==> src/rtl/conf_loader_if.sv <==
// Configuration word stream from the host/DMA side into conf_loader.
// Handshake: a word moves on a rising clk edge where conf_valid && conf_ready;
// the master may raise conf_valid without waiting for conf_ready, and must
// hold conf_addr/conf_data/conf_bcast/conf_last stable until that edge.
interface conf_loader_if #(
    parameter int ADDR_W = 6,
    parameter int CONF_W = 20
);
    logic              conf_valid;
    logic              conf_ready;
    logic [ADDR_W-1:0] conf_addr;
    logic [CONF_W-1:0] conf_data;
    logic              conf_bcast;
    logic              conf_last;

    modport master (
        output conf_valid, conf_addr, conf_data, conf_bcast, conf_last,
        input  conf_ready
    );

    modport slave (
        input  conf_valid, conf_addr, conf_data, conf_bcast, conf_last,
        output conf_ready
    );
endinterface

==> src/rtl/conf_loader.sv <==
// Double-buffered PE configuration loader: words fill a shadow store, and a
// completed context is copied to the active store only while the array is idle.
module conf_loader #(
    parameter int ROWS   = 8,
    parameter int COLS   = 8,
    parameter int CONF_W = 20,
    parameter int ADDR_W = 6
) (
    input  logic                        clk,
    input  logic                        rst_n,
    conf_loader_if.slave                conf,
    input  logic                        array_busy,
    output logic [ROWS*COLS*CONF_W-1:0] conf_out,
    output logic                        ctx_loaded,
    output logic                        swap_done,
    output logic                        err_addr,
    output logic [1:0]                  state_dbg
);
    localparam int NPE = ROWS * COLS;
    localparam logic [ADDR_W:0] NPE_A = (ADDR_W + 1)'(NPE);

    typedef enum logic [1:0] {IDLE = 2'd0, LOAD = 2'd1, PEND = 2'd2, SWAP = 2'd3} state_t;

    state_t                   state_q;
    state_t                   state_d;
    logic [NPE*CONF_W-1:0]    shadow_q;
    logic [NPE*CONF_W-1:0]    active_q;
    logic                     swap_done_q;
    logic                     err_addr_q;
    logic                     accepting;
    logic                     xfer;
    logic                     addr_ok;

    assign xfer    = conf.conf_valid && conf.conf_ready;
    assign addr_ok = ({1'b0, conf.conf_addr} < NPE_A);

    always_ff @(posedge clk or negedge rst_n) begin
        if (!rst_n) begin
            state_q <= IDLE;
        end else begin
            state_q <= state_d;
        end
    end

    always_comb begin
        state_d = state_q;
        case (state_q)
            IDLE, LOAD: begin
                if (xfer) begin
                    state_d = conf.conf_last ? PEND : LOAD;
                end
            end
            PEND: begin
                if (!array_busy) begin
                    state_d = SWAP;
                end
            end
            SWAP: state_d = IDLE;
            default: state_d = IDLE;
        endcase
    end

    // Ready is gated by rst_n so it drops the moment reset is asserted.
    always_comb begin
        accepting  = 1'b0;
        ctx_loaded = 1'b0;
        case (state_q)
            IDLE, LOAD: accepting  = 1'b1;
            PEND, SWAP: ctx_loaded = 1'b1;
            default: ;
        endcase
    end

    assign conf.conf_ready = accepting && rst_n;

    // Out-of-range addresses still complete the handshake but write nothing.
    always_ff @(posedge clk or negedge rst_n) begin
        if (!rst_n) begin
            shadow_q <= '0;
        end else if (xfer) begin
            for (int i = 0; i < NPE; i++) begin
                if (conf.conf_bcast || (addr_ok && (conf.conf_addr == ADDR_W'(i)))) begin
                    shadow_q[i*CONF_W +: CONF_W] <= conf.conf_data;
                end
            end
        end
    end

    always_ff @(posedge clk or negedge rst_n) begin
        if (!rst_n) begin
            active_q    <= '0;
            swap_done_q <= 1'b0;
            err_addr_q  <= 1'b0;
        end else begin
            swap_done_q <= (state_q == SWAP);
            if (state_q == SWAP) begin
                active_q <= shadow_q;
            end
            if (xfer && !conf.conf_bcast && !addr_ok) begin
                err_addr_q <= 1'b1;
            end
        end
    end

    assign conf_out  = active_q;
    assign swap_done = swap_done_q;
    assign err_addr  = err_addr_q;
    assign state_dbg = state_q;
endmodule

==> src/flat_wrapper.sv <==
// flat-port wrapper written by rule: the top's interface ports become plain ports
module conf_loader_flat 
#(
    parameter int ROWS   = 8,
    parameter int COLS   = 8,
    parameter int CONF_W = 20,
    parameter int ADDR_W = 6
)
  (clk, rst_n, array_busy, conf_out, ctx_loaded, swap_done, err_addr, state_dbg, conf_conf_valid, conf_conf_addr, conf_conf_data, conf_conf_bcast, conf_conf_last, conf_conf_ready);
  conf_loader_if #(.ADDR_W(ADDR_W), .CONF_W(CONF_W)) conf_i ();
  input  logic clk;
  input  logic rst_n;
  input  logic array_busy;
  output logic [ROWS*COLS*CONF_W-1:0] conf_out;
  output logic ctx_loaded;
  output logic swap_done;
  output logic err_addr;
  output logic [1:0] state_dbg;
  input wire logic [$bits(conf_i.conf_valid)-1:0] conf_conf_valid;
  input wire logic [$bits(conf_i.conf_addr)-1:0] conf_conf_addr;
  input wire logic [$bits(conf_i.conf_data)-1:0] conf_conf_data;
  input wire logic [$bits(conf_i.conf_bcast)-1:0] conf_conf_bcast;
  input wire logic [$bits(conf_i.conf_last)-1:0] conf_conf_last;
  output wire logic [$bits(conf_i.conf_ready)-1:0] conf_conf_ready;
  assign conf_i.conf_valid = conf_conf_valid;
  assign conf_i.conf_addr = conf_conf_addr;
  assign conf_i.conf_data = conf_conf_data;
  assign conf_i.conf_bcast = conf_conf_bcast;
  assign conf_i.conf_last = conf_conf_last;
  assign conf_conf_ready = conf_i.conf_ready;
  conf_loader #(.ROWS(ROWS), .COLS(COLS), .CONF_W(CONF_W), .ADDR_W(ADDR_W)) u_core (.clk(clk), .rst_n(rst_n), .conf(conf_i), .array_busy(array_busy), .conf_out(conf_out), .ctx_loaded(ctx_loaded), .swap_done(swap_done), .err_addr(err_addr), .state_dbg(state_dbg));
endmodule
==> config.mk <==
export PLATFORM = sky130hd
export DESIGN_NAME = conf_loader_flat
export DESIGN_NICKNAME = d
export VERILOG_FILES = /design/src/rtl/conf_loader_if.sv /design/src/rtl/conf_loader.sv /design/src/flat_wrapper.sv
export SDC_FILE = /design/constraint.sdc
export NUM_CORES = 2
export LEC_CHECK = 0
export CORE_AREA = 3 3 510 512
export CTS_CLUSTER_SIZE = 16
export DETAILED_ROUTE_END_ITERATION = 8
export DIE_AREA = 0 0 513 515
export PLACE_DENSITY_LB_ADDON = 0.05
export SYNTH_ARGS = -nofsm -noshare
export SYNTH_HDL_FRONTEND = slang
export SYNTH_SLANG_ARGS = --single-unit
==> constraint.sdc <==
create_clock -name clk -period 2.07 [get_ports clk]
set_input_delay 0.3105 -clock clk [delete_from_list [all_inputs] [get_ports clk]]
set_output_delay 0.3105 -clock clk [all_outputs]
set_load 0.005 [all_outputs]
# == After elaboration in Yosys (flattened, before gate mapping) ==
# Cells that the tools add are included.
# word_totals
reg_bits,2563
wordCells,276
# op_classes
eq_ne,68
n_reduce_logical,135
mux,6
# ops
cell,n
"6-bit == test, second input constant",32
2-bit AND reduction,65
"6-bit by 5-bit == test with 1-bit output, second input constant",16
1-bit logical OR,64
"6-bit by 4-bit == test with 1-bit output, second input constant",8
"6-bit by 3-bit == test with 1-bit output, second input constant",4
"6-bit by 2-bit == test with 1-bit output, second input constant",2
"6-bit by 1-bit == test with 1-bit output, second input constant",1
6-bit logical NOT,1
2-bit 2-to-1 mux,3
2-bit case mux with 3 select lines,1
"2-bit == test, second input constant",2
2-bit OR reduction,2
"2-bit by 1-bit == test with 1-bit output, second input constant",1
1-bit logical AND,2
2-bit logical NOT,1
1-bit 2-to-1 mux,2
"2-bit by 1-bit inequality test with 1-bit output, second input constant",1
"2-bit inequality test, second input constant",1

# == Logic depth before layout (Yosys ltp) ==
# logic_depth
word_depth,7
depth_mapped,7

# == Worst setup path before layout ==
# OpenSTA, ideal clock, no wires.
# synth_path
path_kind,flip-flop to flip-flop
start,"reg u_core.state_q[1], in the netlist u_core.state_dbg[1]"
end,reg u_core.shadow_q[1220]
arrival_ns,1.530
n_path_buf,3
path_stages_with_launch,7
setup_time_ns,0.141
period_less_slack_ns,1.671
slack_ns,0.399
path_cell_list,dfrtp_1 -> nand3b_1 -> buf_2 -> buf_2 -> nor3_1 -> clkbuf_1 -> o22ai_1
# synth_via
elab_chain_len,6
elab_cells_between_ends,7
classes_between,1 x eq/ne; 1 x mux; 5 x reduce/logical
# synth_rtl
element,line,rtl
from (decl),conf_loader.sv:24,state_t state_q;
from (signal assigned),conf_loader.sv:41,state_q <= state_d;
2-bit by 1-bit == test with 1-bit output or 2-bit logical NOT (tied branches),conf_loader.sv:67,case (state_q)
2-bit OR reduction *,conf_loader.sv:67,
1-bit 2-to-1 mux *,conf_loader.sv:67,
1-bit logical AND *,conf_loader.sv:74,assign conf.conf_ready = accepting && rst_n;
1-bit logical AND *,conf_loader.sv:34,assign xfer = conf.conf_valid && conf.conf_ready;
2-bit AND reduction (no source line) *,--,
"to (signal, indexed assignment)",conf_loader.sv:83,shadow_q[i*CONF_W +: CONF_W] <= conf.conf_data;
to (decl),conf_loader.sv:26,logic [NPE*CONF_W-1:0] shadow_q;
# Every way passes the cells marked *; elsewhere a longest branch is shown, timed or not.
# A chain may end at the register's enable or synchronous reset.

# == Worst setup path after layout ==
# layout_path
start,"reg u_core.state_q[1], in the netlist u_core.state_dbg[1]"
end,reg u_core.shadow_q[694]
# The elaborated chain is that of the path after synthesis.

==> impl_metrics.toml <==
[yosys]
synth_common_cells = "5144 x nand2_1, 2563 x dfrtp_1, 1280 x o22ai_1, 414 x clkbuf_1, 388 x buf_2"
ys.flop_type = "dfrtp_1"
synth_edf_count = 0
syn-num-nets = 10000
synth_cells = 10000
syn-cell-area_um2 = 96300
synthArstFlopShare_pct = 100
yosys.cell_count.top_type = "nand2_1"
yosysTopAreaCell = "dfrtp_1"
synth_area_leaders = "dfrtp_1 67%, nand2_1 20%, o22ai_1 8.3%, buf_2 2.0%, clkbuf_1 1.6%"
synth.distinct_cells = 31
ys_seq_area_share_pct = 66.6
netlist.area_leader.share_pct = 66.6
yosys_warnings = 0
ys_seq_elements = 2563
synth.avg_cell_area_um2 = 9.62

[placement]
portBuffers = 1316
post-place-ws_ps = -376
dpl.hpwl_mm = 282
gp_routability_congestion = 0.858

[sta]
worst_hold_slack_ps = -727
timing.final.crit_period_ps = 2020
drv_slew = 0
min_period_over_period_pct = 97.4
rsz0062_at_grt = "no"
fin_ws_ps = 52.9
hold_viol = 101
relSlewSlack_pct = 26.7
setup_tns_ps = 0
fmax_mhz = 496
tightest_slew_ps = 1100
setup_viol = 0
fin_worst_skew_ps = 73.4

[run_status]
status = "finished with violations"
violations = "negative hold slack"

[clocking]
htreeDepth = 5
path_clk_slew_ps = 60
worstSkewPairLatency_ps = 940
tritoncts = "built"
postCtsHoldBufs = 4
cts_buffer_depth = 4
cts_root_buf = "clkbuf_16"
cts_made_buffers = 297
cts_sinks = 2563

[layout]
syn2layout_area_growth_pct = 34.1
drive_gt1_share_pct = 14.7
nets = 11600
fillers = 24000

[drt]
via_per_inst = 5.36
vias = 81300
routed_wl_mm = 410
drtAntennaViolNets = 0
wl_per_cell_um = 27.1
dr.pass1.iters = 6
first_iter_violations = 8277
drc_errors = 0

[worst_setup_path]
crit_arrival_ps = 2800
path_class = "reg2reg"
critPathLaunch = "u_core.state_dbg[1]"
crit_end = "u_core.shadow_q[694]"
worstPathRequired_ps = 2860
r2r-end = "u_core.shadow_q[694]"
ff2ff_path_depth = 7
r2r_slack_ps = 50
critPathCaptureType = "register"
startpoint_type = "register"
r2r_start = "u_core.state_dbg[1]"
worst-path-max-fanout = 17

[global_routing]
grt_pass1_wl_mm = 588
grt_max_degree = 126
grt_antenna_before_repair = 35
grtUsageTotal_pct = 30.4
grt-ovfl-total = 0
grt_pass1_vias = 81100

[floorplan]
io_pins = 1318
start_util_pct = 37.6
coreArea_um2 = 256000
dieHeight_um = 515
dieWidth_um = 513
dieArea_um2 = 264000
rows = 186

[power]
powerDensity_nw_per_um2 = 1430
leakagePower_uw = 0.0672
peakVddDrop_mv = 0.815

[flow_run]
maxCapViolations = 0

[worst_hold_path]
hp-class = "in2async"
==> metrics by stage <==
step / util (%) / power (uW) / cell area, um^2 / std cells
4_1_cts: 50.4 / 186000 / 129000 / 15100
3_5_place_dp: 46.8 / 139000 / 120000 / 14500
3_3_place_gp: 46.8 / 138000 / 120000 / 14500
2_1_floorplan: - / 98700 / 96300 / 10000
6_report: 50.4 / 185000 / 129000 / 15200
5_1_grt: 50.4 / 195000 / 129000 / 15100
==> flip-flops by register name, indices dropped and copies added (netlist names) <==
name              flops
u_core.swap_done      1
u_core.conf_out    1280
u_core.state_dbg      2
u_core.shadow_q    1280
==> cells in the final DEF, fill, tap and decap left out, drive strengths merged, types with 11 or more instances in the layout <==
master         synthesis  layout
a21oi                 64      64
buf                  432     770
bufinv                 0      11
clkbuf               415     439
clkdlybuf4s15          0      58
clkdlybuf4s50          0      25
clkinv                 0      50
dfrtp               2563    2563
diode                  0      22
dlygate4sd2            0    1224
inv                    1      11
nand2               5144    5144
nor3                  64      64
o22ai               1280    1280
==> worst max-delay path: stages (launching register included) <==
cell and delay [ps]:
dfrtp_1 400, buf_6 140, and3b_2 260, buf_12 190, nand2_4 190, buf_12 250, buf_12 180, o22ai_1 190
==> layout make-up <==
type,count,area [um^2],share of cell area [%]
flip-flops and latches,2563,64600,50.0
multi-input cells,6600,29100,22.6
repair buffers,2080,21700,16.8
clock buffers,439,8700,6.73
well taps,3384,4230,3.28
clock inverters,74,754,0.584
diodes,22,55.1,0.0426
inverters,1,30.0,0.0232
==> metal layers <==
layer | GRT usage (%) | wire [um] | vias to the layer above
li1 | - | - | 35700
met1 | 42.3 | 175000 | 41300
met2 | 45.3 | 180000 | 3634
met3 | 6.22 | 32800 | 671
met4 | 14.7 | 22400 | 4
met5 | 0 | 21 | -
==> cell families after synthesis <==
logic type,count (synthesis),share of synthesized area (%)
and+or+nand+nor,5254,21.0
DFF,2563,66.6
AOI/OAI and AO/OA,1345,8.65
buffers and inverters,848,3.82
other,1,0.00389
==> power by group <==
| part | internal, uW | leakage, uW | switching, uW |
|---|---|---|---|
| registers | 69000 | 0.0321 | 16600 |
| logic | 21600 | 0.0304 | 26000 |
| clock network | 30400 | 0.00468 | 21100 |
| total | 121000 | 0.0672 | 63700 |
==> worst min-delay path by stage <==
stage | startpoint | end
finish | rst_n | u_core.shadow_q[1155]
global route | rst_n | u_core.shadow_q[1155]
CTS | rst_n | u_core.shadow_q[1155]
detailed placement | rst_n | u_core.shadow_q[1158]
global placement | rst_n | u_core.shadow_q[1158]
floorplan | rst_n | u_core.conf_out[0]
==> timing repair <==
item                                   in CTS  in global routing
buffers inserted                          103                  0
gates resized for setup                  1708                  8
endpoints found under the hold margin     677                101
setup endpoints to repair                1693                 78
Power figures use the tool's default switching activity.
